**config.mk**
```make
export PLATFORM = sky130hd
export DESIGN_NAME = counter_seq_ctrl
export DESIGN_NICKNAME = d
export VERILOG_FILES = /design/src/rtl/counter_seq_ctrl.sv
export SDC_FILE = /design/constraint.sdc
export NUM_CORES = 1
export LEC_CHECK = 0
export BUFFER_PORTS_ARGS = -buffer_cell sky130_fd_sc_hd__buf_2
export CORE_ASPECT_RATIO = 0.6
export CORE_UTILIZATION = 50
export CTS_CLUSTER_SIZE = 8
export DETAILED_ROUTE_END_ITERATION = 8
export PLACE_DENSITY = 0.85
export SETUP_SLACK_MARGIN = 0.2
export SYNTH_ARGS = -nofsm -noshare
export SYNTH_HDL_FRONTEND = slang
export SYNTH_SLANG_ARGS = --single-unit
export TNS_END_PERCENT = 100
```
**constraint.sdc**
```tcl
create_clock -name clk -period 2.1 [get_ports clk]
set_input_delay 0.42 -clock clk [delete_from_list [all_inputs] [get_ports clk]]
set_output_delay 0.42 -clock clk [all_outputs]
set_load 0.005 [all_outputs]
```
**src/rtl/counter_seq_ctrl.sv**
```systemverilog
// Command-driven sequencer for a wide free-running counter datapath.
// Handles run/stop, single and multi-step advance, MSB-first byte preload
// with commit, and a byte-serial snapshot readout with valid/ready.
module counter_seq_ctrl #(
    parameter int WIDTH = 64,
    parameter int BYTES = WIDTH / 8
) (
    input  logic             clk,
    input  logic             rst_n,
    input  logic             cmd_valid,
    output logic             cmd_ready,
    input  logic [2:0]       cmd_op,
    input  logic [7:0]       cmd_arg,
    input  logic [WIDTH-1:0] cnt_value,
    output logic             cnt_en,
    output logic             cnt_load,
    output logic [WIDTH-1:0] cnt_load_val,
    output logic             rd_valid,
    input  logic             rd_ready,
    output logic [7:0]       rd_data,
    output logic             rd_last,
    output logic             busy
);

    localparam int IW = $clog2(BYTES);
    localparam logic [IW-1:0] LAST_IDX = IW'(BYTES - 1);

    localparam logic [2:0] OP_NOP    = 3'd0;
    localparam logic [2:0] OP_RUN    = 3'd1;
    localparam logic [2:0] OP_STOP   = 3'd2;
    localparam logic [2:0] OP_STEP   = 3'd3;
    localparam logic [2:0] OP_LOAD   = 3'd4;
    localparam logic [2:0] OP_COMMIT = 3'd5;
    localparam logic [2:0] OP_READ   = 3'd6;
    localparam logic [2:0] OP_CLEAR  = 3'd7;

    typedef enum logic [1:0] {
        S_IDLE = 2'd0,
        S_STEP = 2'd1,
        S_READ = 2'd2
    } state_e;

    state_e             state_q, state_d;
    logic               run_q, run_d;
    logic               cnt_en_q, cnt_en_d;
    logic               load_q, load_d;
    logic [WIDTH-1:0]   load_val_q, load_val_d;
    logic [WIDTH-1:0]   shreg_q, shreg_d;
    logic [WIDTH-1:0]   snap_q, snap_d;
    logic [7:0]         rem_q, rem_d;
    logic [IW-1:0]      idx_q, idx_d;
    logic               rd_valid_q, rd_valid_d;
    logic [7:0]         rd_data_q, rd_data_d;
    logic               rd_last_q, rd_last_d;
    logic               busy_q, busy_d;
    logic               accept;

    // Byte i of a value, index 0 being the most significant byte.
    function automatic logic [7:0] byte_at(input logic [WIDTH-1:0] v,
                                           input logic [IW-1:0] i);
        byte_at = v[(BYTES - 1 - int'(i)) * 8 +: 8];
    endfunction

    assign cmd_ready = (state_q == S_IDLE);
    assign accept    = cmd_valid & cmd_ready;

    // Next-state decode: command execution in IDLE, step countdown, readout.
    always_comb begin
        state_d    = state_q;
        run_d      = run_q;
        load_d     = 1'b0;
        load_val_d = load_val_q;
        shreg_d    = shreg_q;
        snap_d     = snap_q;
        rem_d      = rem_q;
        idx_d      = idx_q;
        rd_valid_d = rd_valid_q;
        rd_data_d  = rd_data_q;
        rd_last_d  = rd_last_q;
        unique case (state_q)
            S_IDLE: begin
                if (accept) begin
                    unique case (cmd_op)
                        OP_NOP:  ;
                        OP_RUN:  run_d = 1'b1;
                        OP_STOP: run_d = 1'b0;
                        OP_STEP: begin
                            run_d   = 1'b0;
                            rem_d   = cmd_arg;
                            state_d = S_STEP;
                        end
                        OP_LOAD: shreg_d = {shreg_q[WIDTH-9:0], cmd_arg};
                        OP_COMMIT: begin
                            load_val_d = shreg_q;
                            load_d     = 1'b1;
                        end
                        OP_READ: begin
                            snap_d     = cnt_value;
                            idx_d      = '0;
                            state_d    = S_READ;
                            rd_valid_d = 1'b1;
                            rd_data_d  = byte_at(cnt_value, '0);
                            rd_last_d  = 1'b0;
                        end
                        OP_CLEAR: begin
                            shreg_d    = '0;
                            load_val_d = '0;
                            load_d     = 1'b1;
                        end
                    endcase
                end
            end
            S_STEP: begin
                if (rem_q == 8'd0) state_d = S_IDLE;
                else               rem_d   = rem_q - 8'd1;
            end
            S_READ: begin
                if (rd_valid_q && rd_ready) begin
                    if (idx_q == LAST_IDX) begin
                        rd_valid_d = 1'b0;
                        rd_last_d  = 1'b0;
                        state_d    = S_IDLE;
                    end else begin
                        idx_d     = idx_q + IW'(1);
                        rd_data_d = byte_at(snap_q, idx_q + IW'(1));
                        rd_last_d = ((idx_q + IW'(1)) == LAST_IDX);
                    end
                end
            end
            default: state_d = S_IDLE;
        endcase
        cnt_en_d = run_d | (state_d == S_STEP);
        busy_d   = (state_d != S_IDLE);
    end

    // State and registered outputs; reset abandons any STEP or READ at once.
    always_ff @(posedge clk or negedge rst_n) begin
        if (!rst_n) begin
            state_q    <= S_IDLE;
            run_q      <= 1'b0;
            cnt_en_q   <= 1'b0;
            load_q     <= 1'b0;
            load_val_q <= '0;
            shreg_q    <= '0;
            snap_q     <= '0;
            rem_q      <= '0;
            idx_q      <= '0;
            rd_valid_q <= 1'b0;
            rd_data_q  <= '0;
            rd_last_q  <= 1'b0;
            busy_q     <= 1'b0;
        end else begin
            state_q    <= state_d;
            run_q      <= run_d;
            cnt_en_q   <= cnt_en_d;
            load_q     <= load_d;
            load_val_q <= load_val_d;
            shreg_q    <= shreg_d;
            snap_q     <= snap_d;
            rem_q      <= rem_d;
            idx_q      <= idx_d;
            rd_valid_q <= rd_valid_d;
            rd_data_q  <= rd_data_d;
            rd_last_q  <= rd_last_d;
            busy_q     <= busy_d;
        end
    end

    assign cnt_en       = cnt_en_q;
    assign cnt_load     = load_q;
    assign cnt_load_val = load_val_q;
    assign rd_valid     = rd_valid_q;
    assign rd_data      = rd_data_q;
    assign rd_last      = rd_last_q;
    assign busy         = busy_q;

endmodule

```
======== Word level (Yosys, flattened, before mapping) ========
Cells that the tools add are included.
word-level totals
  logic and storage cells ................. 93
  output and inout bits ................... 78
  bits in registers ....................... 219
operators by class
  bitwise gates (word level) .............. 2
  equal/unequal tests ..................... 19
  add/sub/neg operators ................... 3
  reduce and logical (&&, ||, !) cells .... 17
  mux-type cells .......................... 38
  shift operators ......................... 1
operator list
  cell                                                    number
  one-hot mux 64 bit (2 select lines)                     2
  variable part select 64 x 7 -> 8 bit                    1
  two-way mux 8 bit                                       7
  one-hot mux 8 bit (2 select lines)                      2
  == test 3 bit (second input constant)                   6
  two-way mux 1 bit                                       13
  two-way mux 3 bit                                       4
  AND reduction 5 bit                                     2
  nonzero test 2 bit                                      5
  AND reduction 3 bit                                     3
  logical NOT 8 bit                                       1
  two-way mux 2 bit                                       4
  inequality test 2 bit (second input constant)           4
  AND reduction 4 bit                                     2
  subtractor 8 x 1 -> 8 bit (second input constant)       1
  == test 3 x 2 -> 1 bit (second input constant)          2
  inequality test 2 x 1 -> 1 bit (second input constant)  3
  one-hot mux 1 bit (2 select lines)                      3
  one-hot mux 2 bit (3 select lines)                      1
  one-hot mux 3 bit (2 select lines)                      1
  == test 2 x 1 -> 1 bit (second input constant)          2
  one-hot mux 2 bit (2 select lines)                      1
  OR reduction 2 bit                                      2
  subtractor 3 x 3 -> 4 bit (first input constant)        1
  other kinds (7)                                         7

======== Logic depth before layout (Yosys ltp) ========
Gate-level depths: netlist of the first run.
  word-level depth ........................ 6
  gate-level depth with buffers ........... 9
  gate-level depth less buffers ........... 6

======== Worst setup path before layout of the first run ========
Ideal clock, no wire load.
  kind .................................... reg-to-reg
  start point ............................. reg idx_q[0]
  end point ............................... reg rd_data_q[6] (netlist: rd_data[6])
  arrival time ............................ 2.065 ns
  data required time ...................... 1.974 ns
  cell stages (with the launch flop) ...... 10
  path slack .............................. -0.091 ns
  cells stage by stage .................... dfrtp_1 -> buf_2 -> clkinv_1 -> ha_1 -> buf_2 -> buf_2 -> mux4_2 -> nand2_1 -> a21oi_1 -> a221o_1
between the ends
  cells in the longest elaborated chain, start to end .. 6
RTL lines
  what                                  RTL line  RTL
  start, declared                       51        logic [IW-1:0] idx_q, idx_d;
  start signal, assigned                161       idx_q <= idx_d;
  adder 3 x 1 -> 3 bit                  125       rd_data_d = byte_at(snap_q, idx_q + IW'(1));
  subtractor 3 x 3 -> 4 bit             61        byte_at = v[(BYTES - 1 - int'(i)) * 8 +: 8];
  variable part select 64 x 7 -> 8 bit  61
  two-way mux 8 bit                     119       if (idx_q == LAST_IDX) begin
  two-way mux 8 bit                     118       if (rd_valid_q && rd_ready) begin
  one-hot mux 8 bit (2 select lines)    80        unique case (state_q)
  end signal, assigned                  163       rd_data_q <= rd_data_d;
  end, declared                         53        logic [7:0] rd_data_q, rd_data_d;
Parallel ways exist; a longest one is shown, timed or not. The select of a mux whose other input is x is not followed.
A chain may end at the register's enable or synchronous reset.

======== Worst setup path after layout of the first run ========
  start point ............................. reg idx_q[1]
  end point ............................... reg rd_data_q[7] (netlist: rd_data[7])
Same word-level chain as after synthesis.

==> flow_summary.html, run 1 <==
<table>
<tr><th>Metric</th><th>Value</th></tr>
<tr><th colspan="2">Placed design</th></tr>
<tr><td>Post-detailed-placement cell area</td><td>10100 µm²</td></tr>
<tr><td>Total of buffers placed on input and output ports</td><td>156</td></tr>
<tr><td>Routability cong.</td><td>between 0.8 and 0.9</td></tr>
<tr><td>Number of cells after detailed placement</td><td>1287</td></tr>
<tr><td>Detailed placer's ending HPWL</td><td>15300 µm</td></tr>
<tr><th colspan="2">Setup path</th></tr>
<tr><td>Crit Reg-Reg Endpoint</td><td>rd_data[7]</td></tr>
<tr><td>Critical setup path kind</td><td>flop to flop</td></tr>
<tr><td>Required time of the worst setup path</td><td>between 2 and 3 ns</td></tr>
<tr><td>Flop2flop setup slack</td><td>-0.10 ns</td></tr>
<tr><td>Path depth of the worst reg2reg path</td><td>8</td></tr>
<tr><td>Data arrival, critical path</td><td>2.60 ns</td></tr>
<tr><td>Critical Path Source Type</td><td>flop</td></tr>
<tr><td>Largest fanout on the critical path</td><td>6</td></tr>
<tr><td>Endpoint class of the critical path</td><td>flop</td></tr>
<tr><td>Source of the worst register-to-register timing path</td><td>idx_q[1]</td></tr>
<tr><th colspan="2">Cells and area</th></tr>
<tr><td>Net count of the finished layout</td><td>1180</td></tr>
<tr><td>Filler Cells Inserted</td><td>1445</td></tr>
<tr><td>Non-Filler Cell Area, Final</td><td>11000 µm²</td></tr>
<tr><td>Ratio of cells with drive above 1 in the final layout</td><td>23.4%</td></tr>
<tr><td>Count of placed standard cells in the final layout, fillers left out</td><td>1330</td></tr>
<tr><td>Layout Area Growth over Synthesis</td><td>22.0%</td></tr>
<tr><th colspan="2">Route</th></tr>
<tr><td>DRC violation count after routing</td><td>0</td></tr>
<tr><td>Routed Wire Length</td><td>22700 µm</td></tr>
<tr><td>Final ANT Viol Nets</td><td>0</td></tr>
<tr><td>Via count</td><td>7201</td></tr>
<tr><td>Per-cell via count in the routed design</td><td>~5.4</td></tr>
<tr><td>WL/cell</td><td>17.1 µm</td></tr>
<tr><td>Detailed router's first-iteration violation count</td><td>664</td></tr>
<tr><td>First-pass DRT Iterations</td><td>5</td></tr>
<tr><th colspan="2">Pwr</th></tr>
<tr><td>Internal portion of total power</td><td>6860 µW</td></tr>
<tr><td>Worst supply voltage drop on vdd</td><td>0.683 mV</td></tr>
<tr><td>Sequential power share</td><td>49.1%</td></tr>
<tr><td>Fraction of power spent switching nets</td><td>20.4%</td></tr>
<tr><td>Combinational share of power</td><td>2.6%</td></tr>
<tr><td>Static leakage</td><td>0.00557 µW</td></tr>
<tr><td>Switching power</td><td>roughly 1800 µW</td></tr>
<tr><td>Power density of the placed cells</td><td>781 nW/µm²</td></tr>
<tr><td>Clock share of power</td><td>48.4%</td></tr>
<tr><th colspan="2">Clock network</th></tr>
<tr><td>Clk buf depth</td><td>3</td></tr>
<tr><td>Number of CTS-inserted buffers</td><td>31</td></tr>
<tr><td>CTS tree</td><td>yes</td></tr>
<tr><td>Total number of H-tree levels</td><td>1</td></tr>
<tr><td>CTS sink cnt</td><td>between 200 and 250</td></tr>
<tr><td>Clock transition at the registers of the reported paths</td><td>0.05 ns</td></tr>
<tr><td>Cell at the root of the clock tree</td><td>clkbuf_16</td></tr>
<tr><td>Latest clock arrival within the worst-skew pair</td><td>~0.53 ns</td></tr>
<tr><th colspan="2">Logic synthesis</th></tr>
<tr><td>Warning count from the yosys run</td><td>0</td></tr>
<tr><td>Net Count, Synth</td><td>1020</td></tr>
<tr><td>Fraction of synthesis flops using an asynchronous set or reset pin</td><td>100%</td></tr>
<tr><td>Most numerous cell types in the synthesized netlist</td><td>408 x nand2_1, 219 x dfrtp_1, 94 x o21ai_0</td></tr>
<tr><td>Netlist Area Pre-Place</td><td>9050 µm²</td></tr>
<tr><td>Flops &amp; latches, synth</td><td>about 220</td></tr>
<tr><td>Fraction of post-synthesis cell area in the top cell type by area</td><td>approximately three fifths</td></tr>
<tr><td>Library cell with the largest summed area after synthesis</td><td>dfrtp_1</td></tr>
<tr><td>Sequential element share of the synthesized area</td><td>60.5%</td></tr>
<tr><td>Top flip-flop cell by instance count after synthesis</td><td>dfrtp_1</td></tr>
<tr><td>Most common cell in the synthesized netlist</td><td>nand2_1</td></tr>
<tr><td>Number of different library cells in the post-synthesis netlist</td><td>52</td></tr>
<tr><td>Syn avg cell area</td><td>about 9.7 µm²</td></tr>
<tr><td>Synthesized netlist cell count</td><td>roughly 940</td></tr>
<tr><td>Number of flops mapped to enable cells by yosys</td><td>0</td></tr>
<tr><td>Biggest area contributors in the synthesized netlist</td><td>dfrtp_1 61%, nand2_1 17%, o21ai_0 5.2%</td></tr>
<tr><th colspan="2">STA</th></tr>
<tr><td>Min cycle time layout</td><td>around 2.2 ns</td></tr>
<tr><td>Final number of hold-violating endpoints</td><td>0</td></tr>
<tr><td>RSZ-0062 raised after global routing</td><td>true</td></tr>
<tr><td>Slew headroom</td><td>a little over half</td></tr>
<tr><td>Achievable clock frequency</td><td>approximately 450 MHz</td></tr>
<tr><td>Share of the clock period used by the worst path after layout</td><td>105%</td></tr>
<tr><td>Maximum clock skew at final layout</td><td>0.0171 ns</td></tr>
<tr><td>Total count of max-transition violations in the final report</td><td>0</td></tr>
<tr><td>Worst setup slack after layout</td><td>-0.102 ns</td></tr>
<tr><td>Final sum of negative setup slack</td><td>-0.478 ns</td></tr>
<tr><td>Worst slew pin tran</td><td>about 0.7 ns</td></tr>
<tr><td>Final number of setup-violating endpoints</td><td>8</td></tr>
<tr><th colspan="2">Min path</th></tr>
<tr><td>Worst Hold End</td><td>snap_q[25]</td></tr>
<tr><td>Hold Path Cell Cnt</td><td>3</td></tr>
<tr><td>Beginning of the worst hold path</td><td>cnt_value[25]</td></tr>
<tr><td>Min-Delay Path Class</td><td>primary input to flop</td></tr>
<tr><th colspan="2">Global routing</th></tr>
<tr><td>Global-route wire length before repair</td><td>36400 µm</td></tr>
<tr><td>GRT overflow</td><td>0</td></tr>
<tr><td>Via count of the first global-routing pass</td><td>6851</td></tr>
<tr><td>Number of antenna violations at the first check in global routing</td><td>1</td></tr>
<tr><td>Maximum number of pins on one net before global-route repair</td><td>99</td></tr>
<tr><td>Overall fraction of global-route tracks in use</td><td>around 25%</td></tr>
<tr><th colspan="2">Job</th></tr>
<tr><td>MaxCap Viol Count</td><td>0</td></tr>
<tr><th colspan="2">Floorplan</th></tr>
<tr><td>Die outline area</td><td>18700 µm²</td></tr>
<tr><td>Die height</td><td>106 µm</td></tr>
<tr><td>Initial core utilization</td><td>52.0%</td></tr>
<tr><td>Horizontal extent of the die</td><td>176 µm</td></tr>
<tr><td>Row Count</td><td>37</td></tr>
<tr><td>Core box area</td><td>~17000 µm²</td></tr>
<tr><td>Boundary Pins</td><td>157</td></tr>
<tr><th colspan="2">Status</th></tr>
<tr><td>Violated checks</td><td>setup timing</td></tr>
<tr><td>Outcome</td><td>finished with violations</td></tr>
</table>
per-stage QoR:
stage / total power, µW / setup slack [ns] / utilization, % / hold WS (ns)
finish: 8630 / -0.102 / 63.4 / 0.0851
detailed placement: 4520 / -0.143 / 58.2 / 0.364
global route: 8930 / -0.162 / 63.4 / 0.0801
global placement: 4520 / -0.0648 / 58.2 / 0.365
CTS: 8720 / -0.0708 / 63.1 / 0.0668
floorplan: 4330 / 0.0368 / - / 0.124
worst max-delay path, cell delays in order (launching register included):
cell	delay [ns]
dfrtp_1	0.38
ha_2	0.20
ha_4	0.31
buf_6	0.12
buf_12	0.10
mux4_2	0.50
mux2i_1	0.14
o21ai_1	0.07
mux2_2	0.25
worst max path at each step:
stage / to / startpoint / slack (ns)
2_1_floorplan: rd_data[6] / idx_q[1] / 0.04
3_3_place_gp: rd_data[5] / idx_q[0] / -0.06
3_5_place_dp: rd_data[3] / idx_q[0] / -0.14
4_1_cts: rd_data[2] / idx_q[1] / -0.07
5_1_grt: rd_data[7] / idx_q[1] / -0.16
6_report: rd_data[7] / idx_q[1] / -0.10
repair_timing:
action	in CTS	in global routing
resized for setup	9	10
cloned	0	1
hold buffers	1	0
setup endpoints to repair	8	8
pin swaps	5	7
hold endpoints to repair	47	0
buffers inserted	6	2
per-layer routing:
| metal | GRT usage (%) | share of wire, % | vias up |
|---|---|---|---|
| li1 | - | - | 3391 |
| met1 | 38.6 | 46 | 3505 |
| met2 | 35.0 | 43 | 274 |
| met3 | 6.76 | 9.3 | 31 |
| met4 | 5.22 | 1.7 | 0 |
| met5 | 0 | 0 | - |
cell families after synthesis:
logic type | count (synthesis) | share of synthesized area (%)
and+or+nand+nor | 448 | 20.0
DFF | 219 | 60.5
AOI/OAI and AO/OA | 180 | 10.8
buffers and inverters | 65 | 3.40
muxes | 18 | 4.46
adders and majority gates | 5 | 0.691
xor gates and xnor gates | 1 | 0.0968
cell usage in the layout (no fill, tap or decap), types with 5 or more instances in the layout:
cell type  count
buf_4         17
a21oi_1       16
dfrtp_1      219
a221o_1        7
o21ai_0       94
o21ai_1       47
nand2_2        5
mux4_2        16
buf_2        155
nor2_1         6
clkbuf_16     32
nand2_1      404
buf_12         9
state kept, by name, indices dropped and copies added (netlist names):
signal	count
cnt_load_val	64
shreg_q	64
snap_q	64
rd_data	8
rem_q	8
idx_q	3
state_q	2
busy	1
cnt_en	1
cnt_load	1
rd_last	1
rd_valid	1
run_q	1
layout make-up:
class / instances / area (µm²) / share of cell area [%]
Antenna cell: 1 / 2.50 / 0.0227
Clock buffer: 31 / 776 / 7.02
Clock inverter: 1 / 7.51 / 0.0680
Inverter: 5 / 20.0 / 0.181
Multi-Input combinational cell: 652 / 3290 / 29.8
Sequential cell: 219 / 5480 / 49.6
Tap cell: 234 / 293 / 2.65
Timing Repair Buffer: 187 / 1170 / 10.6
power groups by stage:
stage / clock network [µW] / registers, µW / logic, µW
2_1_floorplan: 0 / 4300 / 29.1
3_3_place_gp: 0 / 4300 / 220
3_5_place_dp: 0 / 4300 / 224
4_1_cts: 4260 / 4230 / 227
5_1_grt: 4450 / 4230 / 251
6_report: 4170 / 4230 / 221
(Power assumes the default switching activity.)
==> run 2: changes to the inputs <==
- HOLD_SLACK_MARGIN: not set -> 0.06
- RECOVER_POWER: not set -> 100
==> flow_summary.html, run 2 (synthesis gave the netlist of run 1 again) <==
<table>
<tr><th>Metric</th><th>Value</th></tr>
<tr><th colspan="2">Min path</th></tr>
<tr><td>Min-Delay Path Class</td><td>primary input to flop</td></tr>
<tr><td>Hold Path Cell Cnt</td><td>3 (unchanged)</td></tr>
<tr><td>Beginning of the worst hold path</td><td>cnt_value[25]</td></tr>
<tr><td>Worst Hold End</td><td>snap_q[25]</td></tr>
<tr><th colspan="2">Global routing</th></tr>
<tr><td>Number of antenna violations at the first check in global routing</td><td>1 (unchanged)</td></tr>
<tr><td>Via count of the first global-routing pass</td><td>6851 (unchanged)</td></tr>
<tr><td>GRT overflow</td><td>0 (unchanged)</td></tr>
<tr><td>Overall fraction of global-route tracks in use</td><td>25.0% (unchanged)</td></tr>
<tr><td>Maximum number of pins on one net before global-route repair</td><td>99 (unchanged)</td></tr>
<tr><td>Global-route wire length before repair</td><td>36400 µm (unchanged)</td></tr>
<tr><th colspan="2">Clock network</th></tr>
<tr><td>Cell at the root of the clock tree</td><td>clkbuf_16</td></tr>
<tr><td>Number of CTS-inserted buffers</td><td>31 (unchanged)</td></tr>
<tr><td>Clk buf depth</td><td>3 (unchanged)</td></tr>
<tr><td>Total number of H-tree levels</td><td>1 (unchanged)</td></tr>
<tr><td>CTS tree</td><td>yes</td></tr>
<tr><td>Clock transition at the registers of the reported paths</td><td>0.05 ns (about the same)</td></tr>
<tr><td>Latest clock arrival within the worst-skew pair</td><td>0.53 ns (about the same)</td></tr>
<tr><td>CTS sink cnt</td><td>219 (unchanged)</td></tr>
<tr><th colspan="2">Floorplan</th></tr>
<tr><td>Die height</td><td>106 µm (unchanged)</td></tr>
<tr><td>Die outline area</td><td>18700 µm² (unchanged)</td></tr>
<tr><td>Boundary Pins</td><td>157 (unchanged)</td></tr>
<tr><td>Initial core utilization</td><td>52.0% (unchanged)</td></tr>
<tr><td>Row Count</td><td>37 (unchanged)</td></tr>
<tr><td>Core box area</td><td>17400 µm² (unchanged)</td></tr>
<tr><td>Horizontal extent of the die</td><td>176 µm (unchanged)</td></tr>
<tr><th colspan="2">Placed design</th></tr>
<tr><td>Detailed placer's ending HPWL</td><td>15300 µm (unchanged)</td></tr>
<tr><td>Total of buffers placed on input and output ports</td><td>156 (unchanged)</td></tr>
<tr><td>Dpl ws</td><td>-0.143 ns (unchanged)</td></tr>
<tr><td>Routability cong.</td><td>0.892 (unchanged)</td></tr>
<tr><td>Number of cells after detailed placement</td><td>1287 (unchanged)</td></tr>
<tr><td>Post-detailed-placement cell area</td><td>10100 µm² (unchanged)</td></tr>
<tr><th colspan="2">Route</th></tr>
<tr><td>Final ANT Viol Nets</td><td>0 (unchanged)</td></tr>
<tr><td>Detailed router's first-iteration violation count</td><td>670 (+0.90%)</td></tr>
<tr><td>First-pass DRT Iterations</td><td>5 (unchanged)</td></tr>
<tr><td>Per-cell via count in the routed design</td><td>5.38 (-0.65%)</td></tr>
<tr><td>Via count</td><td>7154 (-0.65%)</td></tr>
<tr><td>WL/cell</td><td>17.1 µm (about the same)</td></tr>
<tr><td>Routed Wire Length</td><td>22700 µm (about the same)</td></tr>
<tr><td>DRC violation count after routing</td><td>0 (unchanged)</td></tr>
<tr><th colspan="2">STA</th></tr>
<tr><td>Min cycle time layout</td><td>2.20 ns (-0.00502 ns)</td></tr>
<tr><td>Maximum clock skew at final layout</td><td>0.0124 ns (-0.00469 ns)</td></tr>
<tr><td>Worst hold slack across all endpoints</td><td>0.0869 ns (+0.00185 ns)</td></tr>
<tr><td>Final number of setup-violating endpoints</td><td>9 (+1)</td></tr>
<tr><td>Achievable clock frequency</td><td>455 MHz (+0.23%)</td></tr>
<tr><td>Worst slew pin tran</td><td>1.32 ns (+0.619 ns)</td></tr>
<tr><td>Worst setup slack after layout</td><td>-0.0971 ns (+0.00502 ns)</td></tr>
<tr><td>Share of the clock period used by the worst path after layout</td><td>105% (-0.24 points)</td></tr>
<tr><td>Final number of hold-violating endpoints</td><td>0 (unchanged)</td></tr>
<tr><td>Slew headroom</td><td>11.9% (-41 points)</td></tr>
<tr><td>Total count of max-transition violations in the final report</td><td>0 (unchanged)</td></tr>
<tr><td>RSZ-0062 raised after global routing</td><td>true</td></tr>
<tr><th colspan="2">Status</th></tr>
<tr><td>Outcome</td><td>finished with violations</td></tr>
<tr><td>Violated checks</td><td>setup timing</td></tr>
<tr><th colspan="2">Setup path</th></tr>
<tr><td>Endpoint class of the critical path</td><td>flop</td></tr>
<tr><td>Source of the worst register-to-register timing path</td><td>idx_q[1]</td></tr>
<tr><td>Critical Path Source Type</td><td>flop</td></tr>
<tr><td>Flop2flop setup slack</td><td>-0.1 ns (about the same)</td></tr>
<tr><td>Critical setup path kind</td><td>flop to flop</td></tr>
<tr><td>Path depth of the worst reg2reg path</td><td>8 (unchanged)</td></tr>
<tr><td>Data arrival, critical path</td><td>2.60 ns (about the same)</td></tr>
<tr><td>Required time of the worst setup path</td><td>2.50 ns (about the same)</td></tr>
<tr><td>Largest fanout on the critical path</td><td>6 (unchanged)</td></tr>
<tr><td>Crit Reg-Reg Endpoint</td><td>rd_data[7]</td></tr>
<tr><th colspan="2">Cells and area</th></tr>
<tr><td>Commonest non-fill, non-tap cell in the layout</td><td>nand2_1</td></tr>
<tr><td>Net count of the finished layout</td><td>1180 (unchanged)</td></tr>
<tr><td>Non-Filler Cell Area, Final</td><td>10900 µm² (-1.0%)</td></tr>
<tr><td>Ratio of cells with drive above 1 in the final layout</td><td>20.7% (-2.6 points)</td></tr>
<tr><td>Count of placed standard cells in the final layout, fillers left out</td><td>1330 (unchanged)</td></tr>
<tr><td>Filler Cells Inserted</td><td>1470 (+1.7%)</td></tr>
<tr><td>Commonest cells after routing, fill and taps aside</td><td>405 x nand2_1, 219 x dfrtp_1, 128 x buf_2</td></tr>
<tr><td>Layout Area Growth over Synthesis</td><td>20.7%</td></tr>
<tr><td>Finished Core Util</td><td>62.8% (-0.65 points)</td></tr>
<tr><th colspan="2">Pwr</th></tr>
<tr><td>Static leakage</td><td>0.00542 µW (-2.7%)</td></tr>
<tr><td>Worst supply voltage drop on vdd</td><td>0.683 mV (about the same)</td></tr>
<tr><td>Power density of the placed cells</td><td>789 nW/µm² (+0.96%)</td></tr>
<tr><th colspan="2">Job</th></tr>
<tr><td>MaxCap Viol Count</td><td>0 (unchanged)</td></tr>
</table>
[run 2: cell count changes in the layout (fill, tap and decap cells not counted), moves of 2 or more]
cell / change
buf_4: -2
buf_2: -27
clkbuf_1: +26
buf_12: -5
clkbuf_2: +3
clkbuf_4: +2
buf_6: +2
[run 2: routing by layer]
metal	part of all wire [%]	wire, µm	track usage, %
met5	0	0	0
met4	1.8	399	5.22
met1	46	10500	38.6
met2	43	9730	35.0
met3	9.1	2070	6.76
[run 2: metrics by stage]
stage                     TNS, ns  total power, µW
after CTS                  -0.373             8720
after global routing        -2.99             8920
final                      -0.473             8620
after global placement     -0.253             4520
after detailed placement   -0.868             4520
after floorplan                 0             4330
[run 2: where the power goes]
group	switching [µW]	internal, µW
clock network	1620	2550
registers	0.369	4230
logic	142	70.4
total	1760	6860
[run 2: critical path, stage by stage (launching register included)]
cell and delay [ns]:
dfrtp_1 0.38, ha_2 0.20, ha_4 0.31, buf_6 0.12
buf_12 0.10, mux4_2 0.50, mux2i_1 0.14, o21ai_1 0.07
mux2_2 0.25
[run 2: area by class of cell]
cell class,instances,area [µm²],area share (%)
clock inverter,1,7.51,0.0687
multi-input combinational,652,3280,30.0
sequential,219,5480,50.1
tap,234,293,2.68
inverter,5,20.0,0.183
antenna,1,2.50,0.0229
timing repair buffer,187,1070,9.83
clock buffer,31,776,7.10
[run 2: worst max path at each step]
| stage | slack, ns | start | end |
|---|---|---|---|
| 2_1_floorplan | 0.04 | idx_q[1] | rd_data[6] |
| 3_3_place_gp | -0.06 | idx_q[0] | rd_data[5] |
| 3_5_place_dp | -0.14 | idx_q[0] | rd_data[3] |
| 4_1_cts | -0.07 | idx_q[1] | rd_data[2] |
| 5_1_grt | -0.16 | idx_q[1] | rd_data[7] |
| 6_report | -0.1 | idx_q[1] | rd_data[7] |
[run 2: repair_timing]
item,in CTS,in global routing
hold buffers,1,0
pin swaps,5,7
hold endpoints to repair,47,0
endpoints found under the setup margin,8,8
resized for setup,9,10
cloned,0,1
setup buffers,6,2
==> run 3: changes to the inputs <==
- REMOVE_ABC_BUFFERS: not set -> 1
==> flow_summary.html, run 3 (synthesis gave the netlist of run 1 again) <==
<table>
<tr><th>Metric</th><th>Value</th></tr>
<tr><th colspan="2">Placed design</th></tr>
<tr><td>Routability cong.</td><td>0.880 (-1.3%)</td></tr>
<tr><td>Detailed placer's ending HPWL</td><td>14400 µm (-6.4%)</td></tr>
<tr><td>Total of buffers placed on input and output ports</td><td>156 (unchanged)</td></tr>
<tr><td>Number of cells after detailed placement</td><td>1286 (-0.078%)</td></tr>
<tr><td>Dpl ws</td><td>-0.188 ns (-0.0445 ns)</td></tr>
<tr><th colspan="2">STA</th></tr>
<tr><td>Worst hold slack across all endpoints</td><td>0.0813 ns (-0.00561 ns)</td></tr>
<tr><td>Min cycle time layout</td><td>2.19 ns (-0.00358 ns)</td></tr>
<tr><td>Slew headroom</td><td>30.0% (+18 points)</td></tr>
<tr><td>Worst setup slack after layout</td><td>-0.0936 ns (+0.00358 ns)</td></tr>
<tr><td>Achievable clock frequency</td><td>456 MHz (+0.16%)</td></tr>
<tr><td>Share of the clock period used by the worst path after layout</td><td>104% (-0.17 points)</td></tr>
<tr><td>Worst slew pin tran</td><td>1.05 ns (-0.271 ns)</td></tr>
<tr><td>Final number of setup-violating endpoints</td><td>8 (-1)</td></tr>
<tr><td>Total count of max-transition violations in the final report</td><td>0 (unchanged)</td></tr>
<tr><td>RSZ-0062 raised after global routing</td><td>true</td></tr>
<tr><td>Maximum clock skew at final layout</td><td>0.0137 ns (+0.00124 ns)</td></tr>
<tr><td>Final number of hold-violating endpoints</td><td>0 (unchanged)</td></tr>
<tr><th colspan="2">Cells and area</th></tr>
<tr><td>Net count of the finished layout</td><td>1173 (-0.59%)</td></tr>
<tr><td>Count of placed standard cells in the final layout, fillers left out</td><td>1325 (-0.38%)</td></tr>
<tr><td>Layout Area Growth over Synthesis</td><td>19.8%</td></tr>
<tr><td>Commonest non-fill, non-tap cell in the layout</td><td>nand2_1</td></tr>
<tr><td>Filler Cells Inserted</td><td>1493 (+1.6%)</td></tr>
<tr><td>Ratio of cells with drive above 1 in the final layout</td><td>19.3% (-1.4 points)</td></tr>
<tr><td>Finished Core Util</td><td>62.3% (-0.47 points)</td></tr>
<tr><td>Commonest cells after routing, fill and taps aside</td><td>407 x nand2_1, 219 x dfrtp_1, 138 x o21ai_0</td></tr>
<tr><td>Reg area</td><td>5480 µm² (unchanged)</td></tr>
<tr><td>Footprint of the multi-input gates</td><td>3260 µm² (-0.57%)</td></tr>
<tr><th colspan="2">Setup path</th></tr>
<tr><td>Required time of the worst setup path</td><td>2.50 ns (about the same)</td></tr>
<tr><td>Data arrival, critical path</td><td>2.60 ns (about the same)</td></tr>
<tr><td>Endpoint class of the critical path</td><td>flop</td></tr>
<tr><td>Critical Path Source Type</td><td>flop</td></tr>
<tr><td>Critical setup path kind</td><td>flop to flop</td></tr>
<tr><td>Largest fanout on the critical path</td><td>8 (+2)</td></tr>
<tr><th colspan="2">Clock network</th></tr>
<tr><td>Cell at the root of the clock tree</td><td>clkbuf_16</td></tr>
<tr><td>Clock transition at the registers of the reported paths</td><td>0.05 ns (about the same)</td></tr>
<tr><td>Number of CTS-inserted buffers</td><td>31 (unchanged)</td></tr>
<tr><td>CTS sink cnt</td><td>219 (unchanged)</td></tr>
<tr><td>Total number of H-tree levels</td><td>1 (unchanged)</td></tr>
<tr><td>CTS tree</td><td>yes</td></tr>
<tr><td>Latest clock arrival within the worst-skew pair</td><td>0.53 ns (about the same)</td></tr>
<tr><td>Clk buf depth</td><td>3 (unchanged)</td></tr>
<tr><th colspan="2">Floorplan</th></tr>
<tr><td>Die outline area</td><td>18700 µm² (unchanged)</td></tr>
<tr><td>Horizontal extent of the die</td><td>176 µm (unchanged)</td></tr>
<tr><td>Core box area</td><td>17400 µm² (unchanged)</td></tr>
<tr><td>Row Count</td><td>37 (unchanged)</td></tr>
<tr><td>Boundary Pins</td><td>157 (unchanged)</td></tr>
<tr><td>Die height</td><td>106 µm (unchanged)</td></tr>
<tr><td>Initial core utilization</td><td>52.0% (unchanged)</td></tr>
<tr><th colspan="2">Global routing</th></tr>
<tr><td>Global-route wire length before repair</td><td>35300 µm (-3.0%)</td></tr>
<tr><td>GRT overflow</td><td>0 (unchanged)</td></tr>
<tr><td>Via count of the first global-routing pass</td><td>6938 (+1.3%)</td></tr>
<tr><td>Maximum number of pins on one net before global-route repair</td><td>130 (+31%)</td></tr>
<tr><td>Overall fraction of global-route tracks in use</td><td>23.9% (-1.1 points)</td></tr>
<tr><td>Number of antenna violations at the first check in global routing</td><td>2 (+1)</td></tr>
<tr><th colspan="2">Status</th></tr>
<tr><td>Violated checks</td><td>setup timing</td></tr>
<tr><td>Outcome</td><td>finished with violations</td></tr>
<tr><th colspan="2">Route</th></tr>
<tr><td>Final ANT Viol Nets</td><td>0 (unchanged)</td></tr>
<tr><td>Via count</td><td>7096 (-0.81%)</td></tr>
<tr><td>Per-cell via count in the routed design</td><td>5.36 (-0.44%)</td></tr>
<tr><td>Detailed router's first-iteration violation count</td><td>591 (-12%)</td></tr>
<tr><td>First-pass DRT Iterations</td><td>5 (unchanged)</td></tr>
<tr><td>DRC violation count after routing</td><td>0 (unchanged)</td></tr>
<tr><td>Routed Wire Length</td><td>21800 µm (-4.2%)</td></tr>
<tr><td>WL/cell</td><td>16.4 µm (-3.9%)</td></tr>
<tr><th colspan="2">Pwr</th></tr>
<tr><td>Worst supply voltage drop on vdd</td><td>0.571 mV (-16%)</td></tr>
<tr><td>Power density of the placed cells</td><td>796 nW/µm² (+0.91%)</td></tr>
<tr><td>Static leakage</td><td>0.00538 µW (-0.77%)</td></tr>
<tr><th colspan="2">Job</th></tr>
<tr><td>MaxCap Viol Count</td><td>0 (unchanged)</td></tr>
<tr><th colspan="2">Min path</th></tr>
<tr><td>Min-Delay Path Class</td><td>primary input to flop</td></tr>
</table>
==> run 3: changes by cell type in the layout (fill, tap and decap cells not counted), sizes merged <==
cell    before  now
buf        154  144
inv          4    5
diode        1    2
clkbuf      63   66
==> run 3: final cells by class <==
class,count,area share (%)
clock buffers,31,7.15
repair buffers,180,9.23
diodes,2,0.0461
flip-flops and latches,219,50.5
well taps,234,2.70
clock inverters,2,0.150
inverters,5,0.173
multi-input cells,652,30.0
==> run 3: per-stage QoR <==
step / setup TNS (ns) / power, µW / area, µm²
after floorplan: -267.31 / 4320 / 8760
after global placement: -0.288 / 4520 / 10100
after detailed placement: -1.10 / 4530 / 10100
after CTS: -0.282 / 8740 / 11000
after global routing: -1.86 / 8920 / 10800
final: -0.603 / 8630 / 10800
==> run 3: routing by layer <==
| layer | routed length (µm) | track usage [%] |
|---|---|---|
| met5 | 0 | 0 |
| met4 | 419 | 6.15 |
| met1 | 9960 | 35.6 |
| met2 | 9630 | 35.1 |
| met3 | 1750 | 5.94 |
==> run 3: path summary, 6_finish.rpt <==
| path | start | endpoint | slack (ns) | depth (start not counted) |
|---|---|---|---|---|
| worst max-delay path | idx_q[0] | rd_data[5] | -0.09 | 7 |
| worst min-delay path | cnt_value[4] | snap_q[4] | 0.08 | 3 |
| worst max register to register | idx_q[0] | rd_data[5] | -0.09 | 7 |
| worst min register to register | cnt_load_val[63] | cnt_load_val[63] | 0.47 | 2 |
| max in group asynchronous | rst_n | snap_q[6] | 0.24 | 3 |
| min in group asynchronous | rst_n | cnt_load_val[58] | 0.61 | 2 |
==> run 3: repair_timing <==
item | in CTS | in global routing
cloned | 1 | 0
setup endpoints to repair | 8 | 10
buffers inserted | 1 | 1
pin swaps | 9 | 3
hold endpoints to repair | 38 | 0
hold buffers | 1 | 0
resized for setup | 11 | 3
==> run 3: power breakdown <==
group / switching, µW / leakage, µW / internal [µW]
clock network: 1630 / 0.000387 / 2560
registers: 0.671 / 0.00304 / 4230
logic: 141 / 0.00195 / 71.6
total: 1770 / 0.00538 / 6870
==> run 3: worst max-delay path, cell delays in order (launching register included) <==
cell	delay, ns
dfrtp_1	0.43
ha_4	0.19
ha_4	0.33
buf_6	0.17
mux4_2	0.51
nand2_1	0.08
a21oi_1	0.06
a221o_1	0.29
